==> config.mk <==
export PLATFORM = sky130hd
export DESIGN_NAME = mem_port_arbiter
export DESIGN_NICKNAME = d
export VERILOG_FILES = /design/src/rtl/mem_arb_pkg.sv /design/src/rtl/arb_starve_ctr.sv /design/src/rtl/mem_port_arbiter.sv
export SDC_FILE = /design/constraint.sdc
export NUM_CORES = 1
export LEC_CHECK = 0
export ABC_AREA = 1
export CORE_UTILIZATION = 34
export CTS_BUF_LIST = sky130_fd_sc_hd__clkbuf_4
export DETAILED_ROUTE_END_ITERATION = 8
export MAX_ROUTING_LAYER = met4
export PLACE_DENSITY = 0.83
export SYNTH_ARGS = -nofsm -noshare
export SYNTH_HDL_FRONTEND = slang
export SYNTH_SLANG_ARGS = --single-unit
==> constraint.sdc <==
create_clock -name CLK -period 1.45 [get_ports CLK]
set_input_delay 0.29 -clock CLK [delete_from_list [all_inputs] [get_ports CLK]]
set_output_delay 0.29 -clock CLK [all_outputs]
set_load 0.005 [all_outputs]
==> src/rtl/mem_arb_pkg.sv <==
// Shared encodings and defaults for the fetch/data memory port arbiter.
package mem_arb_pkg;

    localparam logic [1:0] ST_IDLE   = 2'd0;
    localparam logic [1:0] ST_BUSY_I = 2'd1;
    localparam logic [1:0] ST_BUSY_D = 2'd2;

    localparam int unsigned DEF_AW           = 32;
    localparam int unsigned DEF_DW           = 32;
    localparam int unsigned DEF_STARVE_LIMIT = 4;

    // Wide enough for the largest legal starvation limit (15).
    localparam int unsigned STARVE_CW = 4;

    typedef enum logic [1:0] {
        IDLE   = ST_IDLE,
        BUSY_I = ST_BUSY_I,
        BUSY_D = ST_BUSY_D
    } arb_state_e;

endpackage

==> src/rtl/arb_starve_ctr.sv <==
// Saturating count of data grants issued while fetch was left waiting.
module arb_starve_ctr
    import mem_arb_pkg::*;
#(
    parameter int unsigned LIMIT = DEF_STARVE_LIMIT
) (
    input  logic clk,
    input  logic rst_n,
    input  logic inc,
    input  logic clr,
    output logic at_limit
);

    logic [STARVE_CW-1:0] cnt_q;
    logic [STARVE_CW-1:0] cnt_d;

    assign at_limit = (cnt_q == STARVE_CW'(LIMIT));

    always_comb begin
        cnt_d = cnt_q;
        if (clr) begin
            cnt_d = '0;
        end else if (inc && !at_limit) begin
            cnt_d = cnt_q + 1'b1;
        end
    end

    always_ff @(posedge clk or negedge rst_n) begin
        if (!rst_n) begin
            cnt_q <= '0;
        end else begin
            cnt_q <= cnt_d;
        end
    end

endmodule

==> src/rtl/mem_port_arbiter.sv <==
// Shares one single-ported memory between the fetch and data ports: data has
// priority, fetch is forced through after STARVE_LIMIT consecutive data wins.
module mem_port_arbiter
    import mem_arb_pkg::*;
#(
    parameter int unsigned AW           = DEF_AW,
    parameter int unsigned DW           = DEF_DW,
    parameter int unsigned STARVE_LIMIT = DEF_STARVE_LIMIT
) (
    input  logic          CLK,
    input  logic          Reset,
    input  logic          if_req,
    input  logic [AW-1:0] if_addr,
    output logic [DW-1:0] if_rdata,
    output logic          if_valid,
    output logic          if_stall,
    input  logic          d_req,
    input  logic          d_we,
    input  logic [AW-1:0] d_addr,
    input  logic [DW-1:0] d_wdata,
    output logic [DW-1:0] d_rdata,
    output logic          d_valid,
    output logic          d_stall,
    output logic          mem_req,
    output logic          mem_we,
    output logic [AW-1:0] mem_addr,
    output logic [DW-1:0] mem_wdata,
    input  logic [DW-1:0] mem_rdata,
    input  logic          mem_ready
);

    arb_state_e    state_q, state_d;
    logic          mem_req_q, mem_req_d;
    logic          mem_we_q, mem_we_d;
    logic [AW-1:0] mem_addr_q, mem_addr_d;
    logic [DW-1:0] mem_wdata_q, mem_wdata_d;
    logic          grant_i;
    logic          grant_d;
    logic          starve_at_limit;

    arb_starve_ctr #(.LIMIT(STARVE_LIMIT)) u_starve (
        .clk      (CLK),
        .rst_n    (Reset),
        .inc      (grant_d && if_req),
        .clr      (grant_i),
        .at_limit (starve_at_limit)
    );

    always_comb begin
        state_d     = state_q;
        mem_req_d   = mem_req_q;
        mem_we_d    = mem_we_q;
        mem_addr_d  = mem_addr_q;
        mem_wdata_d = mem_wdata_q;
        grant_i     = 1'b0;
        grant_d     = 1'b0;
        case (state_q)
            IDLE: begin
                if (d_req && !(if_req && starve_at_limit)) begin
                    grant_d     = 1'b1;
                    state_d     = BUSY_D;
                    mem_req_d   = 1'b1;
                    mem_we_d    = d_we;
                    mem_addr_d  = d_addr;
                    mem_wdata_d = d_wdata;
                end else if (if_req) begin
                    grant_i     = 1'b1;
                    state_d     = BUSY_I;
                    mem_req_d   = 1'b1;
                    mem_we_d    = 1'b0;
                    mem_addr_d  = if_addr;
                    mem_wdata_d = '0;
                end
            end
            BUSY_I, BUSY_D: begin
                // Address and write data are left in place after completion.
                if (mem_ready) begin
                    state_d   = IDLE;
                    mem_req_d = 1'b0;
                    mem_we_d  = 1'b0;
                end
            end
            default: state_d = IDLE;
        endcase
    end

    always_ff @(posedge CLK or negedge Reset) begin
        if (!Reset) begin
            state_q     <= IDLE;
            mem_req_q   <= 1'b0;
            mem_we_q    <= 1'b0;
            mem_addr_q  <= '0;
            mem_wdata_q <= '0;
        end else begin
            state_q     <= state_d;
            mem_req_q   <= mem_req_d;
            mem_we_q    <= mem_we_d;
            mem_addr_q  <= mem_addr_d;
            mem_wdata_q <= mem_wdata_d;
        end
    end

    assign mem_req   = mem_req_q;
    assign mem_we    = mem_we_q;
    assign mem_addr  = mem_addr_q;
    assign mem_wdata = mem_wdata_q;

    assign if_valid = (state_q == BUSY_I) && mem_ready;
    assign d_valid  = (state_q == BUSY_D) && mem_ready;
    assign if_rdata = if_valid ? mem_rdata : '0;
    assign d_rdata  = (d_valid && !mem_we_q) ? mem_rdata : '0;
    assign if_stall = if_req && !if_valid;
    assign d_stall  = d_req && !d_valid;

endmodule

======== After elaboration in Yosys (flattened, before gate mapping) ========
Index checks and enable logic that the tools add are counted.
word-level totals
  register bits ........................... 72
  input bits .............................. 134
  output and inout port bits .............. 134
  logic and storage cells ................. 58
cells by class
  reduce and logical (&&, ||, !) cells .... 22
  add/sub/neg operators ................... 1
  muxes and demuxes ....................... 24
  eq/ne operators ......................... 5
operators by type and width
  cell                 count
  $mux 32              6
  $mux 1               10
  $logic_and 1x1->1    9
  $mux 4               2
  $mux 2               3
  $reduce_bool 2->1    3
  $logic_not 1->1      5
  $add 4x1->4 const B  1
  $eq 4x3->1 const B   1
  $pmux 1 s2           2
  $pmux 2 s2           1
  $reduce_and 2->1     2
  $ne 3x3->1 const B   1
  $reduce_and 3->1     1
  $eq 2x1->1 const B   1
  $eq 2x2->1 const B   1
  $logic_not 2->1      1
  $ne 2x2->1 const B   1
  $reduce_or 2->1      1

======== Logic depth before layout (Yosys ltp) ========
  depth after elaboration ................. 10
  mapped depth ............................ 10

======== Cells and area by module ========
A second synthesis with hierarchy kept.
unflattened totals
  cell total of the unflattened synthesis .. 561
  area, all modules ....................... 3895.0 sq um
by module, submodules not included
  module            instances  area each (sq um)  sequential area each (sq um)  cells an instance
  mem_port_arbiter  1          3642.2             1701.6                        529
  arb_starve_ctr    1          252.7              100.1                         32

======== Worst setup path after synthesis ========
OpenSTA, ideal clock, no wires.
  path kind ............................... register -> output
  start point ............................. register state_q[0]
  end point ............................... output d_rdata[10]
  stages on the path, launching flop included .. 8
  slack ................................... -0.121 ns
  arrival time ............................ 1.281 ns
  data required time ...................... 1.160 ns
  path through ............................ dfrtp_1 -> inv_1 -> ha_1 -> nand2_1 -> or2_2 -> clkbuf_1 -> buf_2 -> nor2_1
between the ends
  cells in the longest elaborated chain, start to end .. 4
RTL lines
  what                    RTL line                 source
  start, declared         mem_port_arbiter.sv:32   arb_state_e state_q, state_d;
  start signal, assigned  mem_port_arbiter.sv:95   state_q <= state_d;
  $eq 2x2->1              mem_port_arbiter.sv:109  assign d_valid = (state_q == BUSY_D) && mem_ready;
  $logic_and 1x1->1       mem_port_arbiter.sv:109
  $logic_and 1x1->1       mem_port_arbiter.sv:111  assign d_rdata = (d_valid && !mem_we_q) ? mem_rdata : '0;
  $mux 32                 mem_port_arbiter.sv:111
  end, declared           mem_port_arbiter.sv:21   output logic [DW-1:0] d_rdata,
No other way between the ends.

======== Worst setup path after layout ========
  start point ............................. register state_q[0]
  end point ............................... output d_rdata[4]
The elaborated chain is that of the path after synthesis.

==> impl_metrics.sql <==
INSERT INTO impl_metrics (metric_group, metric, value, unit) VALUES
('sta', 'final_period_minus_worst_setup_slack', '2160', 'ps'),
('hold_path', 'worst_hold_path.num_cells', '3', ''),
('sta', 'post-route-worst-setup-slack', '-708', 'ps'),
('worst_setup_path', 'timing.critical_path.required', '1160', 'ps'),
('worst_setup_path', 'worstSetupEndpointType', 'output port', ''),
('synth', 'synth_seq_cells', '72', ''),
('run', 'max_cap_violations', '0', ''),
('synth', 'yosysWarningCount', '0', ''),
('worst_setup_path', 'worst_ep_arrival_time', '1870', 'ps'),
('placed_design', 'detailedPlacementHpwl', '10500', 'um'),
('route', 'wire_per_inst', '17.4', 'um'),
('clock_tree', 'clkSinkCount', '72', ''),
('worst_setup_path', 'slowest_delay', '420', 'ps'),
('cells_and_area', 'area_delta_synth_final', '114', '%'),
('synth', 'synth.top_cells.by_area', 'sky130_fd_sc_hd__dfrtp_1 45%, sky130_fd_sc_hd__nand2_1 20%, sky130_fd_sc_hd__inv_1 10%, sky130_fd_sc_hd__nand3_1 8.4%, sky130_fd_sc_hd__nor2_1 6.2%', ''),
('clock_tree', 'cts_root_buf', 'sky130_fd_sc_hd__clkbuf_4', ''),
('grt', 'first_pass_grt_wire_length', '26400', 'um'),
('placed_design', 'gp_congestion', '0.903', ''),
('cells_and_area', 'fin_cells', '1080', ''),
('pwr', 'total_power', '13.6', 'mW'),
('synth', 'synth_largest_type_area_fraction', '44.9', '%'),
('route', 'number_of_design_rule_violations_left_after_detail_routing', '0', ''),
('cells_and_area', 'post_route_cells_drive_above_1_share', '37.5', '%'),
('clock_tree', 'cts_tree', 'done', ''),
('pwr', 'share_comb_of_total_power', '64.8', '%'),
('worst_setup_path', 'path_cells', 'inv_2 -> ha_4 -> nand2_4 -> or2_4 -> buf_12 -> buf_6 -> nor2_4 -> buf_2', ''),
('route', 'via_count', '5230', ''),
('pwr', 'worst_ir_drop_vdd', '0.919', 'mV'),
('grt', 'grt_overflow', '0', ''),
('worst_setup_path', 'worstRegToRegCells', '10', ''),
('synth', 'synth_cell_type_count', '21', ''),
('clock_tree', 'numCtsBuffers', '9', ''),
('route', 'antenna_violating_nets_post_route', '0', ''),
('synth', 'synth_area_per_cell', '6.88', 'um^2'),
('cells_and_area', 'utilization', '75.0', '%'),
('run_status', 'outcome', 'finished with violations', ''),
('grt', 'grt_antenna_before_repair', '1', ''),
('floorplan', 'die-area', '12200', 'um^2'),
('grt', 'track_usage', '28.4', '%'),
('run_status', 'violated_checks', 'negative setup slack', ''),
('route', 'detail_route.iter0.violations', '244', ''),
('cells_and_area', 'layout.cell_area.non_filler', '8600', 'um^2'),
('grt', 'first_global_vias', '5095', ''),
('clock_tree', 'clock_path_buffers', '2', ''),
('sta', 'rsz0062_at_grt', 'yes', ''),
('pwr', 'clockPowerShare', '8.5', '%'),
('sta', 'maxSlewViolCount', '0', ''),
('cells_and_area', 'fill_cell_instance_count_of_the_final_layout', '798', ''),
('route', 'first_pass_iters', '4', ''),
('floorplan', 'chipWidth', '111', 'um'),
('sta', 'setup_total_negative_slack', '-59110', 'ps'),
('placed_design', 'post_place_cell_area', '7080', 'um^2'),
('pwr', 'switching_part_of_the_total_power', '40.6', '%'),
('floorplan', 'floorplan.core_area', '11500', 'um^2'),
('sta', 'hold_viol_final', '0', ''),
('sta', 'fin_crit_sh', '149', '%'),
('cells_and_area', 'nets', '1070', ''),
('synth', 'post-synth-top-area-cell', 'sky130_fd_sc_hd__dfrtp_1', ''),
('placed_design', 'placed_cells', '995', ''),
('route', 'wl', '18800', 'um'),
('placed_design', 'dp_slack', '-796', 'ps'),
('synth', 'synth_nets', '722', ''),
('sta', 'worst_pin_slew', '397', 'ps'),
('sta', 'slew_headroom', '73.5', '%'),
('floorplan', 'pin_count', '268', ''),
('clock_tree', 'clk_latency', '420', 'ps'),
('pwr', 'total_leakage_power', '4.62', 'nW'),
('grt', 'largest_net_degree_at_the_start_of_global_routing', '73', ''),
('sta', 'setup_viol_count_final', '141', ''),
('worst_setup_path', 'critPathSlowestCell', 'sky130_fd_sc_hd__dfrtp_1', ''),
('cells_and_area', 'most_used_cells_in_the_layout_excluding_fill_and_tap_cells', '160 x sky130_fd_sc_hd__nand2_1, 131 x sky130_fd_sc_hd__clkdlybuf4s50_1, 103 x sky130_fd_sc_hd__inv_1, 71 x sky130_fd_sc_hd__dfrtp_1, 62 x sky130_fd_sc_hd__buf_2', '');
## critical path, delay by kind of cell, from the launching register on
kind                     cells  cell delay [ps]
buffers and inverters        4              450
AND/OR/NAND/NOR              3              430
flip-flops                   1              420
adder cells (fa/ha/maj)      1              140
## metal layers
metal  share of wire, %  up-vias  track usage (%)  routed length [um]
met5                  0        -                -                   0
met2                 52      258             51.4                9760
met4                7.2        0             16.5                1350
met1                 35     2461             28.8                6630
met3                5.6       95             4.61                1040
li1                   -     2416                -                   -
## layout make-up
cell class                 instances  area [um^2]  share of cell area (%)
clock buffer                      10         75.1                   0.873
timing repair buffer             363         3590                    41.8
timing repair inverter             1         11.3                   0.131
inverter                         111          437                    5.08
antenna                            1         2.50                  0.0291
multi-input combinational        373         2450                    28.5
tap                              143          179                    2.08
clock inverter                     6         45.0                   0.524
sequential                        72         1800                    21.0
## sequential cells by signal, indices dropped and copies added (netlist names)
signal,cells
mem_addr,32
mem_wdata,32
mem_we,1
u_starve.cnt_q,4
mem_req,1
state_q,2
## power by group through the flow
stage,sequential [mW],clock [mW],combinational [mW]
2_1_floorplan,3.59,0,2.35
3_3_place_gp,3.47,0,5.90
3_5_place_dp,3.50,0,6.00
4_1_cts,3.46,1.18,7.25
5_1_grt,3.73,1.26,9.38
6_report,3.63,1.15,8.78
## final timing paths
path                                             end                       from  slack [ps]
hold / removal              mem_wdata[2]$_DFFE_PN0P_                 d_wdata[2]         380
setup / recovery                          d_rdata[4]     state_q[0]$_DFFE_PN0P_        -710
hold reg to reg            mem_wdata[24]$_DFFE_PN0P_  mem_wdata[24]$_DFFE_PN0P_         490
max in group asynchronous   mem_addr[16]$_DFFE_PN0P_                      Reset         710
min in group asynchronous   mem_addr[29]$_DFFE_PN0P_                      Reset         400
setup reg to reg                  mem_we$_DFFE_PN0P_     state_q[0]$_DFFE_PN0P_        -330
## cell families after synthesis
| family | after synthesis | share of synthesized area, % |
|---|---|---|
| xor gates and xnor gates | 1 | 0.218 |
| adders and majority gates | 5 | 1.56 |
| AOI/OAI and AO/OA | 7 | 0.873 |
| DFF | 72 | 44.9 |
| buffers and inverters | 141 | 15.5 |
| and+or+nand+nor | 357 | 36.9 |
## cell usage after synthesis (all sizes together)
library cell / number
nand4: 2
clkbuf: 4
inv: 111
dfrtp: 72
o21ai: 7
buf: 26
nand3b: 1
xnor2: 1
nor2: 70
or2: 2
ha: 5
nand3: 67
nand2: 215
## timing repair
action	CTS	global route
endpoints found under the setup margin	205	146
setup buffers	42	10
hold buffers	1	0
pin swaps	31	40
cloned	11	9
resized for setup	413	181
endpoints found under the hold margin	72	0
(Power assumes the default switching activity.)
==> patch, RTL diff (config.mk and constraints unchanged) <==
Compare `cnt_q` against `STARVE_CW'(LIMIT)` with >= in place of ==.
--- a/src/rtl/arb_starve_ctr.sv
+++ b/src/rtl/arb_starve_ctr.sv
@@ -15,5 +15,5 @@
     logic [STARVE_CW-1:0] cnt_d;
 
-    assign at_limit = (cnt_q == STARVE_CW'(LIMIT));
+    assign at_limit = (cnt_q >= STARVE_CW'(LIMIT));
 
     always_comb begin
Function: no difference found for any inputs over 10 cycles, from zero or initial values and one cycle with Reset low; that may be too few to reach the edited logic, so the function may still have changed.
==> patch against the original RTL <==
- sequential cell count unchanged
- non-clock buffer count down 2
- the flow still finishes with violations (negative setup slack)
- critical path type unchanged
- maximum frequency down 1.1%
- total power up 1.8%
- die area down 1.3%
- wire length down 2.2%
- sequential power down 4%
- final area down 3.3%
- critical endpoint is now d_rdata[0]
- area after synthesis down 1.3%
- final cell count down 1.8%
- largest cell class unchanged
- worst setup slack worse by 23 ps
==> patch: results (changes against the original RTL) <==
Routing:
- The routed wire length was 18.4 mm (-2.2%).
- The via-per-instance ratio is 4.82 (-0.51%).
- The routed wirelength normalized by instance count was 17.3 µm (-0.45%).
- The post-route antenna net violation count came to 0 (unchanged).
- The number of detailed-route iterations in the first pass is 5 (+1).
- The violation count after the first detailed-route iteration came to 297 (+22%).

Final layout:
- The number of nets in the finished design is 1,052 (-1.7%).
- The total inserted antenna cells was 0 (-1).
- The share of layout cells above drive strength 1 is 31.3% (-6.2 points).

Job:
- The total of max-cap violations is 0 (unchanged).

Clock tree:
- For the worst-skew pair, the clock arrives at the later sink with an insertion delay of 410 ps.
- The clock-pin slew of the registers on the worst-case setup and hold paths is 120 ps (-20 ps).
- The H-tree depth reported by CTS is 3 (unchanged).
- The tree is rooted in a sky130_fd_sc_hd__clkbuf_4.
- The number of buffers on the longest clock path is 2 (unchanged).
- The CTS buffer count is 9 (unchanged).

Outcome:
- The run finished, with violations left.
- The checks that failed: negative setup slack.

Yosys:
- Sorting the synthesized cells by area gives the leading types as sky130_fd_sc_hd__dfrtp_1 (46%), sky130_fd_sc_hd__nand2_1 (17%), sky130_fd_sc_hd__inv_1 (10%).
- The unique cell type count in the Yosys netlist is 20 (-4.8%).
- The number of nets in the synthesized netlist is 714 (-1.1%).
- The number of synthesis warnings is 0 (unchanged).
- The register area share after synthesis is 45.5% (+0.60 points).
- Ranked by instance count, the synthesized netlist is headed by sky130_fd_sc_hd__nand2_1 (178), sky130_fd_sc_hd__inv_1 (107), sky130_fd_sc_hd__dfrtp_1 (72).
- The mean instance size in the synthesized netlist is 6.87 µm² (-0.11%).
- Among all flip-flop cells after synthesis, the most frequent one is sky130_fd_sc_hd__dfrtp_1.

Timing:
- The minimum setup slack in the final design was -731 ps (-23.2 ps).
- The worst-case headroom to the max-slew limit is 79.7% (+6.1 points).
- The total negative slack was -57,300 ps (+1800 ps).
- The final setup violation count is 139 (-1.4%).
- The worst clock skew on the final layout is 25.2 ps (+3.19 ps).

Global route:
- The global-route wire length before repair is 24.5 mm (-7.2%).
- The pin count of the biggest net entering global routing is 30 (-59%).
- The number of global-route vias before repair is 4,822 (-5.4%).
- The total track usage is 28.3% (-0.12 points).
- The initial antenna violation count is 0 (-1).

Critical path:
- The slowest library cell on the worst path is sky130_fd_sc_hd__dfrtp_1.
- The data arrival time at the worst-slack endpoint is 1890 ps (+20 ps).
- The maximum net fanout on the critical path is 5 (unchanged).
- The longest individual stage delay on the worst path is 410 ps.

Power:
- The cell-internal power was 0.00862 W (+7.1%).
- The leakage power is 4.49 nW (-2.9%).
- The worst supply voltage drop on vdd was 0.000987 V (+7.4%).

Placed design:
- The count of placed standard cells including taps is 985 (-1.0%).
- The worst-case setup slack after placement is -755 ps (+41.2 ps).
- The placed cell area came to 7100 µm² (+0.32%).
- The HPWL reported at the end of detailed placement is 10.3 mm (-2.3%).
- The global placer's final weighted congestion is 0.776 (-14%).
- The port buffer count is 267 (unchanged).

Hold path:
- The path class of the tightest hold or removal check is input port to asynchronous set/reset pin.
-- patch: cell count changes in the layout (fill, tap and decap cells not counted), moves of 7 or more --
cell	unedited run	this run
sky130_fd_sc_hd__nand2_2	37	12
sky130_fd_sc_hd__buf_6	35	21
sky130_fd_sc_hd__buf_16	6	14
sky130_fd_sc_hd__nor2_4	48	24
sky130_fd_sc_hd__nand3_2	27	16
sky130_fd_sc_hd__o21ai_1	6	27
sky130_fd_sc_hd__o21ai_2	0	7
sky130_fd_sc_hd__nand3_1	34	51
sky130_fd_sc_hd__nand2_4	17	1
sky130_fd_sc_hd__clkbuf_16	7	0
sky130_fd_sc_hd__nor2_2	15	34
sky130_fd_sc_hd__bufbuf_16	0	8
-- patch: repair_timing --
action	in CTS	in global routing
cloned	22	0
buffers inserted	29	19
hold buffers	1	0
endpoints found under the setup margin	205	154
resized for setup	367	135
pin swaps	9	17
hold endpoints to repair	18	0
-- patch: metal layers --
layer	up-vias	global-route usage, %	share of wire, %
met1	2385	30.6	36
met3	63	5.69	8.0
met4	0	12.3	4.0
met2	265	50.0	52
met5	-	-	0
li1	2399	-	-
-- patch: layout make-up --
type	count	area (µm²)
Multi-Input combinational cell	362	2030
Tap cell	143	179
Inverter	108	428
Fill cell	795	3050
Clock inverter	5	57.6
Timing Repair Buffer	361	3750
Sequential cell	72	1800
Clock buffer	10	75.1
-- patch: power by group through the flow --
| stage | combinational [W] | clock (W) | sequential [W] |
|---|---|---|---|
| after detailed placement | 0.00595 | 0 | 0.00349 |
| after global routing | 0.00960 | 0.00141 | 0.00357 |
| after CTS | 0.00809 | 0.00130 | 0.00342 |
| final | 0.00902 | 0.00130 | 0.00348 |
| after global placement | 0.00584 | 0 | 0.00347 |
| after floorplan | 0.00236 | 0 | 0.00355 |
-- patch: path summary, 6_finish.rpt --
kind | startpoint | endpoint | slack, ps | depth (start not counted)
worst max-delay path | state_q[0]$_DFFE_PN0P_ | d_rdata[0] | -730 | 9
min in group CLK | d_req | mem_we$_DFFE_PN0P_ | 380 | 4
max in group asynchronous | Reset | mem_addr[4]$_DFFE_PN0P_ | 660 | 3
worst min register to register | mem_addr[24]$_DFFE_PN0P_ | mem_addr[24]$_DFFE_PN0P_ | 480 | 2
worst min-delay path | Reset | mem_wdata[4]$_DFFE_PN0P_ | 310 | 2
worst max register to register | state_q[1]$_DFFE_PN0P_ | mem_wdata[27]$_DFFE_PN0P_ | -390 | 12
-- patch: cells by family (layout without fill, tap and decap cells) --
logic type,after synthesis,after routing,share of synthesized area [%]
AND/OR/NAND/NOR,321,321,33.1
buffers and inverters,142,484,15.0
flip-flops,72,72,45.5
AO/OA/AOI/OAI,36,36,4.84
adder cells (fa/ha/maj),4,4,1.26
XOR/XNOR,1,1,0.221
